--- config.mk ---
export PLATFORM = sky130hd
export DESIGN_NAME = cnn_accel
export DESIGN_NICKNAME = d
export VERILOG_FILES = /design/src/rtl/cnn_pkg.sv /design/src/rtl/cnn_fifo.sv /design/src/rtl/cnn_accel.sv
export SDC_FILE = /design/constraint.sdc
export NUM_CORES = 2
export LEC_CHECK = 0
export ABC_CLOCK_PERIOD_IN_PS = 7200
export CAP_MARGIN = 20
export CORE_MARGIN = 1
export CORE_UTILIZATION = 45
export CTS_CLUSTER_DIAMETER = 150
export DETAILED_ROUTE_END_ITERATION = 10
export SLEW_MARGIN = 20
export SYNTH_ARGS = -nofsm -noshare
export SYNTH_HDL_FRONTEND = slang
export SYNTH_SLANG_ARGS = --single-unit
--- constraint.sdc ---
create_clock -name clk -period 7.2 [get_ports clk]
set_input_delay 1.08 -clock clk [delete_from_list [all_inputs] [get_ports clk]]
set_output_delay 1.08 -clock clk [all_outputs]
set_load 0.03 [all_outputs]
--- src/rtl/cnn_pkg.sv ---
// Shared types and helpers for the cnn_accel 1-D convolution processing element.
package cnn_pkg;

    typedef enum logic [2:0] {
        ST_IDLE        = 3'd0,
        ST_LOAD_FILTER = 3'd1,
        ST_LOAD_ROW    = 3'd2,
        ST_COMPUTE     = 3'd3,
        ST_PSUM        = 3'd4,
        ST_WRITE       = 3'd5
    } cnn_state_e;

    // IFmap word flags sit in the two MSBs above the unsigned data field.
    function automatic int start_bit(input int width);
        return width - 1;
    endfunction

    function automatic int end_bit(input int width);
        return width - 2;
    endfunction

    function automatic int unsigned norm_stride(input int unsigned stride);
        return (stride == 0) ? 1 : stride;
    endfunction

endpackage

--- src/rtl/cnn_fifo.sv ---
// Parameterized circular FIFO with count/full/empty; head word is read combinationally.
module cnn_fifo
    import cnn_pkg::*;
#(
    parameter int WIDTH = 16,
    parameter int DEPTH = 16,
    parameter int CNT_W = $clog2(DEPTH + 1)
) (
    input  logic             clk,
    input  logic             reset,
    input  logic             push_i,
    input  logic [WIDTH-1:0] push_data_i,
    input  logic             pop_i,
    output logic [WIDTH-1:0] head_o,
    output logic [CNT_W-1:0] count_o,
    output logic             full_o,
    output logic             empty_o
);

    localparam int PTR_W = (DEPTH > 1) ? $clog2(DEPTH) : 1;

    logic [WIDTH-1:0] mem_q [DEPTH];
    logic [PTR_W-1:0] wr_ptr_q;
    logic [PTR_W-1:0] rd_ptr_q;
    logic [CNT_W-1:0] count_q;
    logic             do_push;
    logic             do_pop;

    assign full_o  = (count_q == CNT_W'(DEPTH));
    assign empty_o = (count_q == '0);
    assign count_o = count_q;
    assign head_o  = mem_q[rd_ptr_q];
    assign do_push = push_i & ~full_o;
    assign do_pop  = pop_i & ~empty_o;

    // Depth need not be a power of two, so pointers wrap explicitly.
    function automatic logic [PTR_W-1:0] ptr_inc(input logic [PTR_W-1:0] ptr);
        return (ptr == PTR_W'(DEPTH - 1)) ? '0 : ptr + 1'b1;
    endfunction

    // NOTE: storage is deliberately left out of reset; emptiness is defined by the count, so clearing the array would only add reset fan-out.
    always_ff @(posedge clk) begin
        if (do_push) begin
            mem_q[wr_ptr_q] <= push_data_i;
        end
    end

    always_ff @(posedge clk or posedge reset) begin
        if (reset) begin
            wr_ptr_q <= '0;
            rd_ptr_q <= '0;
            count_q  <= '0;
        end else begin
            if (do_push) begin
                wr_ptr_q <= ptr_inc(wr_ptr_q);
            end
            if (do_pop) begin
                rd_ptr_q <= ptr_inc(rd_ptr_q);
            end
            case ({do_push, do_pop})
                2'b10:   count_q <= count_q + 1'b1;
                2'b01:   count_q <= count_q - 1'b1;
                default: count_q <= count_q;
            endcase
        end
    end

endmodule

--- src/rtl/cnn_accel.sv ---
// 1-D convolution processing element: FIFO-fed filter/IFmap scratchpads, serial MAC, result FIFO.
// Optional partial-sum FIFO and PSUM state are compiled in when CNN_PSUM_EN is defined.
module cnn_accel
    import cnn_pkg::*;
#(
    parameter int IFMAP_BUFFER_WIDTH      = 18,
    parameter int IF_ADDR_WIDTH           = 4,
    parameter int IF_BUFFER_COLUMNS       = 12,
    parameter int IF_BUFFER_PAR_WRITE     = 1,
    parameter int IF_PAD_LENGTH           = 12,
    parameter int FILTER_BUFFER_WIDTH     = 16,
    parameter int FILTER_SIZE_WIDTH       = 5,
    parameter int FILTER_ADDR_WIDTH       = 4,
    parameter int FILTER_PAD_LENGTH       = 16,
    parameter int FILTER_BUFFER_COLUMNS   = 16,
    parameter int FILTER_BUFFER_PAR_WRITE = 1,
    parameter int RESULT_BUFFER_WIDTH     = 16,
    parameter int RESULT_BUFFER_PAR_READ  = 1,
    parameter int RESULT_BUFFER_COLUMNS   = 64,
    parameter int ADD_OUT_WIDTH           = 16,
    parameter int STRIDE_WIDTH            = 5,
    parameter int MULT_WIDTH              = 32,
    parameter int I_WIDTH                 = 5,
    parameter int PSUM_ADDR_WIDTH         = 4,
    parameter int PSUM_PAD_LENGTH         = 16,
    parameter int PSUM_SPAD_WIDTH         = 16,
    parameter int PSUM_BUFFER_WIDTH       = 16,
    parameter int PSUM_BUFFER_COLUMNS     = 16
) (
    input  logic                           clk,
    input  logic                           reset,
    input  logic                           start,
    input  logic [STRIDE_WIDTH-1:0]        stride,
    input  logic [FILTER_SIZE_WIDTH-1:0]   filter_size,
    input  logic                           psum_mode,
    output logic                           stall_signal,
    input  logic [IFMAP_BUFFER_WIDTH-1:0]  IFmap_buffer_in,
    input  logic                           IFmap_buffer_write_enable,
    output logic                           IFmap_buffer_full,
    output logic                           IFmap_buffer_ready,
    input  logic [FILTER_BUFFER_WIDTH-1:0] filter_buffer_in,
    input  logic                           filter_buffer_write_enable,
    output logic                           filter_buffer_full,
    output logic                           filter_buffer_ready,
    output logic [RESULT_BUFFER_WIDTH-1:0] result_buffer_out,
    input  logic                           result_buffer_read_enable,
    output logic                           result_buffer_empty,
    output logic                           result_buffer_valid,
    input  logic [PSUM_BUFFER_WIDTH-1:0]   psum_buffer_in,
    input  logic                           psum_buffer_wen,
    output logic                           psum_buffer_ready
);

    localparam int DATA_W    = IFMAP_BUFFER_WIDTH - 2;
    localparam int START_BIT = start_bit(IFMAP_BUFFER_WIDTH);
    localparam int END_BIT   = end_bit(IFMAP_BUFFER_WIDTH);
    localparam int LEN_W     = IF_ADDR_WIDTH + 1;
    localparam int CMP_W     = 8;
    localparam int unused_cfg = IF_BUFFER_PAR_WRITE + FILTER_BUFFER_PAR_WRITE + RESULT_BUFFER_PAR_READ
                              + PSUM_ADDR_WIDTH + PSUM_PAD_LENGTH + PSUM_SPAD_WIDTH + PSUM_BUFFER_COLUMNS;

    cnn_state_e                     state_q, state_d;
    logic [STRIDE_WIDTH-1:0]        stride_q, stride_d;
    logic [FILTER_SIZE_WIDTH-1:0]   fsize_q, fsize_d;
    logic [FILTER_SIZE_WIDTH-1:0]   k_q, k_d;
    logic [LEN_W-1:0]               row_len_q, row_len_d;
    logic [I_WIDTH-1:0]             pos_q, pos_d;
    logic [ADD_OUT_WIDTH-1:0]       acc_q, acc_d;
    logic [RESULT_BUFFER_WIDTH-1:0] res_out_q;
    logic                           res_valid_q;
    logic                           if_we_q, f_we_q, res_re_q;

    logic [DATA_W-1:0]              ifpad_q [IF_PAD_LENGTH];
    logic [FILTER_BUFFER_WIDTH-1:0] fpad_q  [FILTER_PAD_LENGTH];

    logic [IFMAP_BUFFER_WIDTH-1:0]  if_head;
    logic [FILTER_BUFFER_WIDTH-1:0] f_head;
    logic [RESULT_BUFFER_WIDTH-1:0] res_head;
    logic [PSUM_BUFFER_WIDTH-1:0]   psum_head;
    logic                           if_empty, f_empty, res_full, res_empty, psum_empty;
    logic                           if_pop, f_pop, res_push, res_pop, psum_pop, psum_sel;
    logic                           if_push, f_push, res_rd_edge;
    logic [$clog2(IF_BUFFER_COLUMNS+1)-1:0]     if_cnt;
    logic [$clog2(FILTER_BUFFER_COLUMNS+1)-1:0] f_cnt;
    logic [$clog2(RESULT_BUFFER_COLUMNS+1)-1:0] res_cnt;
    logic                           unused_counts;

    logic [IF_ADDR_WIDTH-1:0]       if_wr_addr, if_rd_addr;
    logic [CMP_W-1:0]               next_pos_w, next_end_w;
    logic                           stall;

    // Each enable performs one transfer on its rising edge only.
    assign if_push     = IFmap_buffer_write_enable & ~if_we_q;
    assign f_push      = filter_buffer_write_enable & ~f_we_q;
    assign res_rd_edge = result_buffer_read_enable & ~res_re_q;
    assign res_pop     = res_rd_edge & ~res_empty;

    cnn_fifo #(.WIDTH(IFMAP_BUFFER_WIDTH), .DEPTH(IF_BUFFER_COLUMNS)) u_if_fifo (
        .clk(clk), .reset(reset), .push_i(if_push), .push_data_i(IFmap_buffer_in), .pop_i(if_pop),
        .head_o(if_head), .count_o(if_cnt), .full_o(IFmap_buffer_full), .empty_o(if_empty)
    );

    cnn_fifo #(.WIDTH(FILTER_BUFFER_WIDTH), .DEPTH(FILTER_BUFFER_COLUMNS)) u_f_fifo (
        .clk(clk), .reset(reset), .push_i(f_push), .push_data_i(filter_buffer_in), .pop_i(f_pop),
        .head_o(f_head), .count_o(f_cnt), .full_o(filter_buffer_full), .empty_o(f_empty)
    );

    cnn_fifo #(.WIDTH(RESULT_BUFFER_WIDTH), .DEPTH(RESULT_BUFFER_COLUMNS)) u_res_fifo (
        .clk(clk), .reset(reset), .push_i(res_push), .push_data_i(RESULT_BUFFER_WIDTH'(acc_q)),
        .pop_i(res_pop), .head_o(res_head), .count_o(res_cnt), .full_o(res_full), .empty_o(res_empty)
    );

    assign IFmap_buffer_ready  = ~IFmap_buffer_full;
    assign filter_buffer_ready = ~filter_buffer_full;
    assign result_buffer_empty = res_empty;
    assign result_buffer_out   = res_out_q;
    assign result_buffer_valid = res_valid_q;
    assign stall_signal        = stall;
    assign unused_counts       = ^{if_cnt, f_cnt, res_cnt};

`ifdef CNN_PSUM_EN
    logic psum_we_q;
    logic psum_push;
    logic psum_full;
    logic [$clog2(PSUM_BUFFER_COLUMNS+1)-1:0] psum_cnt;
    logic unused_psum_cnt;

    assign psum_push = psum_buffer_wen & ~psum_we_q;

    cnn_fifo #(.WIDTH(PSUM_BUFFER_WIDTH), .DEPTH(PSUM_BUFFER_COLUMNS)) u_psum_fifo (
        .clk(clk), .reset(reset), .push_i(psum_push), .push_data_i(psum_buffer_in), .pop_i(psum_pop),
        .head_o(psum_head), .count_o(psum_cnt), .full_o(psum_full), .empty_o(psum_empty)
    );

    always_ff @(posedge clk or posedge reset) begin
        if (reset) begin
            psum_we_q <= 1'b0;
        end else begin
            psum_we_q <= psum_buffer_wen;
        end
    end

    assign psum_buffer_ready = ~psum_full;
    assign psum_sel          = psum_mode;
    assign unused_psum_cnt   = ^psum_cnt;
`else
    logic unused_psum;

    assign psum_head         = '0;
    assign psum_empty        = 1'b1;
    assign psum_buffer_ready = 1'b0;
    assign psum_sel          = 1'b0;
    assign unused_psum       = ^{psum_buffer_in, psum_buffer_wen, psum_mode, psum_pop};
`endif

    assign if_rd_addr = IF_ADDR_WIDTH'(pos_q + k_q);
    assign next_pos_w = CMP_W'(pos_q) + CMP_W'(stride_q);
    assign next_end_w = next_pos_w + CMP_W'(fsize_q);

    // NOTE: every variable gets a default before the case so no path leaves one unassigned, which would infer a latch.
    always_comb begin
        state_d    = state_q;
        stride_d   = stride_q;
        fsize_d    = fsize_q;
        k_d        = k_q;
        row_len_d  = row_len_q;
        pos_d      = pos_q;
        acc_d      = acc_q;
        stall      = 1'b0;
        f_pop      = 1'b0;
        if_pop     = 1'b0;
        psum_pop   = 1'b0;
        res_push   = 1'b0;
        if_wr_addr = if_head[START_BIT] ? '0 : row_len_q[IF_ADDR_WIDTH-1:0];

        case (state_q)
            ST_IDLE: begin
                if (start) begin
                    stride_d = STRIDE_WIDTH'(norm_stride(32'(stride)));
                    fsize_d  = filter_size;
                    k_d      = '0;
                    state_d  = ST_LOAD_FILTER;
                end
            end
            ST_LOAD_FILTER: begin
                if (fsize_q == '0) begin
                    row_len_d = '0;
                    state_d   = ST_LOAD_ROW;
                end else if (f_empty) begin
                    stall = 1'b1;
                end else begin
                    f_pop = 1'b1;
                    if (k_q == fsize_q - 1'b1) begin
                        k_d       = '0;
                        row_len_d = '0;
                        state_d   = ST_LOAD_ROW;
                    end else begin
                        k_d = k_q + 1'b1;
                    end
                end
            end
            ST_LOAD_ROW: begin
                if (if_empty) begin
                    stall = 1'b1;
                end else begin
                    if_pop    = 1'b1;
                    row_len_d = if_head[START_BIT] ? LEN_W'(1) : row_len_q + 1'b1;
                    if (if_head[END_BIT] || row_len_d == LEN_W'(IF_PAD_LENGTH)) begin
                        pos_d = '0;
                        k_d   = '0;
                        acc_d = '0;
                        // Rows too short for even one window go straight to the next filter.
                        if (fsize_q != '0 && CMP_W'(fsize_q) <= CMP_W'(row_len_d)) begin
                            state_d = ST_COMPUTE;
                        end else begin
                            state_d = ST_LOAD_FILTER;
                        end
                    end
                end
            end
            ST_COMPUTE: begin
                acc_d = acc_q + ADD_OUT_WIDTH'(MULT_WIDTH'(ifpad_q[if_rd_addr])
                                             * MULT_WIDTH'(fpad_q[k_q[FILTER_ADDR_WIDTH-1:0]]));
                if (k_q == fsize_q - 1'b1) begin
                    k_d     = '0;
                    state_d = psum_sel ? ST_PSUM : ST_WRITE;
                end else begin
                    k_d = k_q + 1'b1;
                end
            end
            ST_PSUM: begin
                if (psum_empty) begin
                    stall = 1'b1;
                end else begin
                    psum_pop = 1'b1;
                    acc_d    = acc_q + ADD_OUT_WIDTH'(psum_head);
                    state_d  = ST_WRITE;
                end
            end
            ST_WRITE: begin
                if (res_full) begin
                    stall = 1'b1;
                end else begin
                    res_push = 1'b1;
                    k_d      = '0;
                    if (next_end_w <= CMP_W'(row_len_q)) begin
                        pos_d   = I_WIDTH'(next_pos_w);
                        acc_d   = '0;
                        state_d = ST_COMPUTE;
                    end else begin
                        state_d = ST_LOAD_FILTER;
                    end
                end
            end
            default: state_d = ST_IDLE;
        endcase
    end

    always_ff @(posedge clk) begin
        if (f_pop) begin
            fpad_q[k_q[FILTER_ADDR_WIDTH-1:0]] <= f_head;
        end
        if (if_pop) begin
            ifpad_q[if_wr_addr] <= if_head[DATA_W-1:0];
        end
    end

    always_ff @(posedge clk or posedge reset) begin
        if (reset) begin
            state_q     <= ST_IDLE;
            stride_q    <= STRIDE_WIDTH'(1);
            fsize_q     <= '0;
            k_q         <= '0;
            row_len_q   <= '0;
            pos_q       <= '0;
            acc_q       <= '0;
            res_out_q   <= '0;
            res_valid_q <= 1'b0;
            if_we_q     <= 1'b0;
            f_we_q      <= 1'b0;
            res_re_q    <= 1'b0;
        end else begin
            state_q   <= state_d;
            stride_q  <= stride_d;
            fsize_q   <= fsize_d;
            k_q       <= k_d;
            row_len_q <= row_len_d;
            pos_q     <= pos_d;
            acc_q     <= acc_d;
            if_we_q   <= IFmap_buffer_write_enable;
            f_we_q    <= filter_buffer_write_enable;
            res_re_q  <= result_buffer_read_enable;
            if (res_pop) begin
                res_out_q   <= res_head;
                res_valid_q <= 1'b1;
            end
        end
    end

endmodule

==> results.py <==
metrics = {
    "layout": {
        "fin_util": 0.5203,
        "drive_above_1_share": 0.2837,
        "syn_to_final_growth_pct": 14.55,
        "nets": 4720,
    },
    "logic_synthesis": {
        "synth_area_leaders": "edfxtp_1, mux4_2, dfrtp_1, fa_1, ha_1",
        "synth_seq_cells": 2052,
        "synth_most_common_cell": "edfxtp_1",
        "ys_seq_area_frac": 0.7236,
        "synth_top_area_share": 0.6916,
        "netlist_area_um2": 84410,
        "yosys.area.top_type": "edfxtp_1",
        "synthFlopType": "edfxtp_1",
        "ys_top_cells_by_count": "edfxtp_1, mux4_2, inv_1",
        "syn_nets": 4378,
        "synth_cell_type_count": 60,
        "async_flop_share": 0.05263,
        "yosysWarnings": 0,
        "syn_avg_cell_area_um2": 20.57,
        "synth_cells": 4104,
        "synth-edff-count": 1944,
    },
    "timing": {
        "hold_viol": 0,
        "fin_crit_sh": 0.9842,
        "fmax_ghz": 0.1411,
        "worstMarginPinSlew_ns": 1.033,
        "maxSlewViolCount": 0,
        "finalSetupViolCount": 0,
        "min_period_ns": 7.086,
        "maxSlewHeadroom": 0.3113,
        "rsz0062_at_grt": "yes",
        "clock-skew-final_ns": 0.04982,
    },
    "pwr": {
        "netSwitchingFraction": 0.2315,
        "internal_power_mw": 20.16,
        "netSwitchingPower_mw": 6.074,
        "p_total_mw": 26.23,
        "p_leak_nw": 28.92,
        "combPwrFrac": 0.087,
        "irDropWorstVdd_mv": 0.3263,
        "powerDensity_nw_per_um2": 271.3,
        "power_frac_seq": 0.515,
        "pwr-share-clk": 0.398,
    },
    "global_routing": {
        "antenna_found_initial": 9,
        "track_usage": 0.1929,
        "met3_usage": 0.03408,
        "grt_overflow": 0,
        "use_met1": 0.2623,
        "grt_pass1_wl_um": 270100,
        "grt_max_degree": 133,
        "grt_pass1_vias": 40585,
        "grt_util_met2": 0.3212,
        "busiest_layer": "met2",
    },
    "critical_path": {
        "r2r.worst_path.cells": 24,
        "worstPathRequired_ns": 7.84,
        "cp-end-kind": "flop",
        "r2r_start": "k_q[0]",
        "worstSetupPathType": "flop to flop",
        "cp-start-kind": "flop",
        "worstPathArrival_ns": 7.72,
        "cp_max_fo": 10,
        "reg2reg_slack_ns": 0.11,
        "reg2reg_to": "acc_q[15]",
    },
    "detailed_routing": {
        "vias_per_cell": 5.512,
        "drt-total-wl_um": 181500,
        "avgRoutedWirePerCell_um": 25.54,
        "final_antenna_net_count": 0,
        "firstDrtPassIters": 5,
        "drt_iter0_drc": 2933,
        "drc_errors": 0,
        "vias": 39180,
    },
    "floorplan": {
        "initial_core_util": 0.4542,
        "fp-row-count": 158,
        "num_io_pins": 92,
        "core_um2": 185800,
        "die_x_um": 435.1,
        "die_height_um": 435.1,
        "die_area_um2": 189300,
    },
    "clock_tree": {
        "cts_hold_buffers": 0,
        "clkSinkCount": 2052,
        "path_clk_slew_ns": 0.06,
        "h-tree-depth": 4,
        "clockRootBuffer": "clkbuf_16",
        "cts_tree": "built",
        "clock_latency_ns": 0.83,
        "cts_inserted_buffers": 205,
        "clockBufferDepth": 3,
    },
    "outcome": {
        "status": "completed",
    },
    "min_path": {
        "hold_start": "u_f_fifo.count_o[4]",
        "whs_path_depth": 1,
        "hold_class": "flop to flop",
        "min_to": "u_f_fifo.count_o[4]",
    },
    "job": {
        "max_cap_violations": 0,
    },
    "placement": {
        "place_congestion": 0.7571,
        "port-buffer-count": 72,
        "place_hpwl_um": 106000,
    },
}
state kept, by name, indices dropped and copies added, names as in the netlist, 6 cells and up:
register	cells
result_buffer_out	16
acc_q	16
fpad_q	256
u_f_fifo.mem_q	256
u_if_fifo.mem_q	216
ifpad_q	192
u_res_fifo.mem_q	1024
u_res_fifo.wr_ptr_q	6
u_res_fifo.rd_ptr_q	6
u_res_fifo.count_o	7
logic make-up (layout without fill, tap and decap cells):
family | count (synthesis) | in the layout | share of synthesized area
compound gates | 178 | 178 | 0.01278
mux | 680 | 680 | 0.1692
xor+xnor | 81 | 81 | 0.008790
fa+ha+maj | 206 | 206 | 0.03943
flops | 2052 | 2052 | 0.7236
simple gates | 503 | 503 | 0.02759
buf+inv | 403 | 923 | 0.01860
other cells | 1 | 5 | 0.00004443
repair_timing:
action,4_1_cts,5_1_grt
pin swaps,0,20
endpoints found under the setup margin,2,4
resized for setup,5,30
hold endpoints to repair,0,0
buffers inserted,0,12
cloned,0,1
layout by cell type, fill, tap and decap left out, drive strengths merged, types with 35 or more instances in the layout:
| master | instances |
|---|---|
| edfxtp | 1944 |
| mux4 | 592 |
| clkbuf | 266 |
| buf | 253 |
| inv | 220 |
| nand2 | 174 |
| nor2 | 143 |
| dfrtp | 107 |
| ha | 106 |
| fa | 100 |
| clkinv | 87 |
| o21ai | 74 |
| clkdlybuf4s50 | 72 |
| xnor2 | 61 |
| nor2b | 60 |
| mux2 | 52 |
| mux2i | 36 |
| a21oi | 35 |
stage by stage:
| stage | setup slack [ns] | setup TNS (ns) | hold slack (ns) | area [µm²] | cells |
|---|---|---|---|---|---|
| floorplan | 0.02860 | 0 | 0.4632 | 84410 | 4104 |
| global placement | -0.1595 | -0.1707 | 0.4803 | 89790 | 6704 |
| detailed placement | -0.1911 | -0.2043 | 0.4804 | 89800 | 6705 |
| CTS | 0.009819 | 0 | 0.4926 | 96410 | 7090 |
| global route | -0.1398 | -0.1400 | 0.5168 | 96690 | 7105 |
| finish | 0.1136 | 0 | 0.4925 | 96690 | 7108 |
worst max-delay path by stage:
stage	depth (start not counted)	slack, ns	end	startpoint
2_1_floorplan	25	0.03	acc_q[15]	k_q[0]
3_3_place_gp	30	-0.16	acc_q[15]	k_q[0]
3_5_place_dp	30	-0.19	acc_q[15]	k_q[0]
4_1_cts	27	0.01	acc_q[15]	k_q[0]
5_1_grt	27	-0.14	acc_q[15]	k_q[0]
6_report	24	0.11	acc_q[15]	k_q[0]
final cells by class:
cell class / count / area, µm²
tap: 2480 / 3103
clock inverter: 120 / 1115
clock buffer: 265 / 5470
fill: 14650 / 89130
antenna: 4 / 10.01
inverter: 212 / 800.8
timing repair buffer: 326 / 2922
multi-input combinational: 1649 / 22140
sequential: 2052 / 61140
critical path, stage by stage (launching register included):
cell	delay [ns]
dfrtp_4	0.49
ha_4	0.17
fa_2	0.54
buf_12	0.15
buf_12	0.14
mux4_2	0.28
mux2_2	0.28
mux2_4	0.30
and2_1	0.18
fa_1	0.54
inv_1	0.06
fa_1	0.54
fa_1	0.44
fa_1	0.55
inv_1	0.05
fa_1	0.47
inv_1	0.05
fa_1	0.47
inv_1	0.04
ha_1	0.29
o21ai_2	0.16
a21oi_2	0.07
o41ai_2	0.37
xnor2_1	0.16
o22ai_1	0.09
per-layer routing:
layer | vias up | share of wire
met2 | 883 | 0.50
met4 | 10 | 0.022
met3 | 245 | 0.049
met5 | - | 0.00047
li1 | 17128 | -
met1 | 20914 | 0.43
power by group through the flow:
| stage | clock network [mW] | logic (mW) | registers [mW] |
|---|---|---|---|
| 3_5_place_dp | 0 | 2.32 | 13.8 |
| 5_1_grt | 11.1 | 2.47 | 13.6 |
| 6_report | 10.4 | 2.27 | 13.5 |
| 4_1_cts | 10.7 | 2.32 | 13.5 |
| 3_3_place_gp | 0 | 2.30 | 13.8 |
| 2_1_floorplan | 0 | 1.92 | 13.5 |
Note: power is estimated with default switching activity, not from simulation.
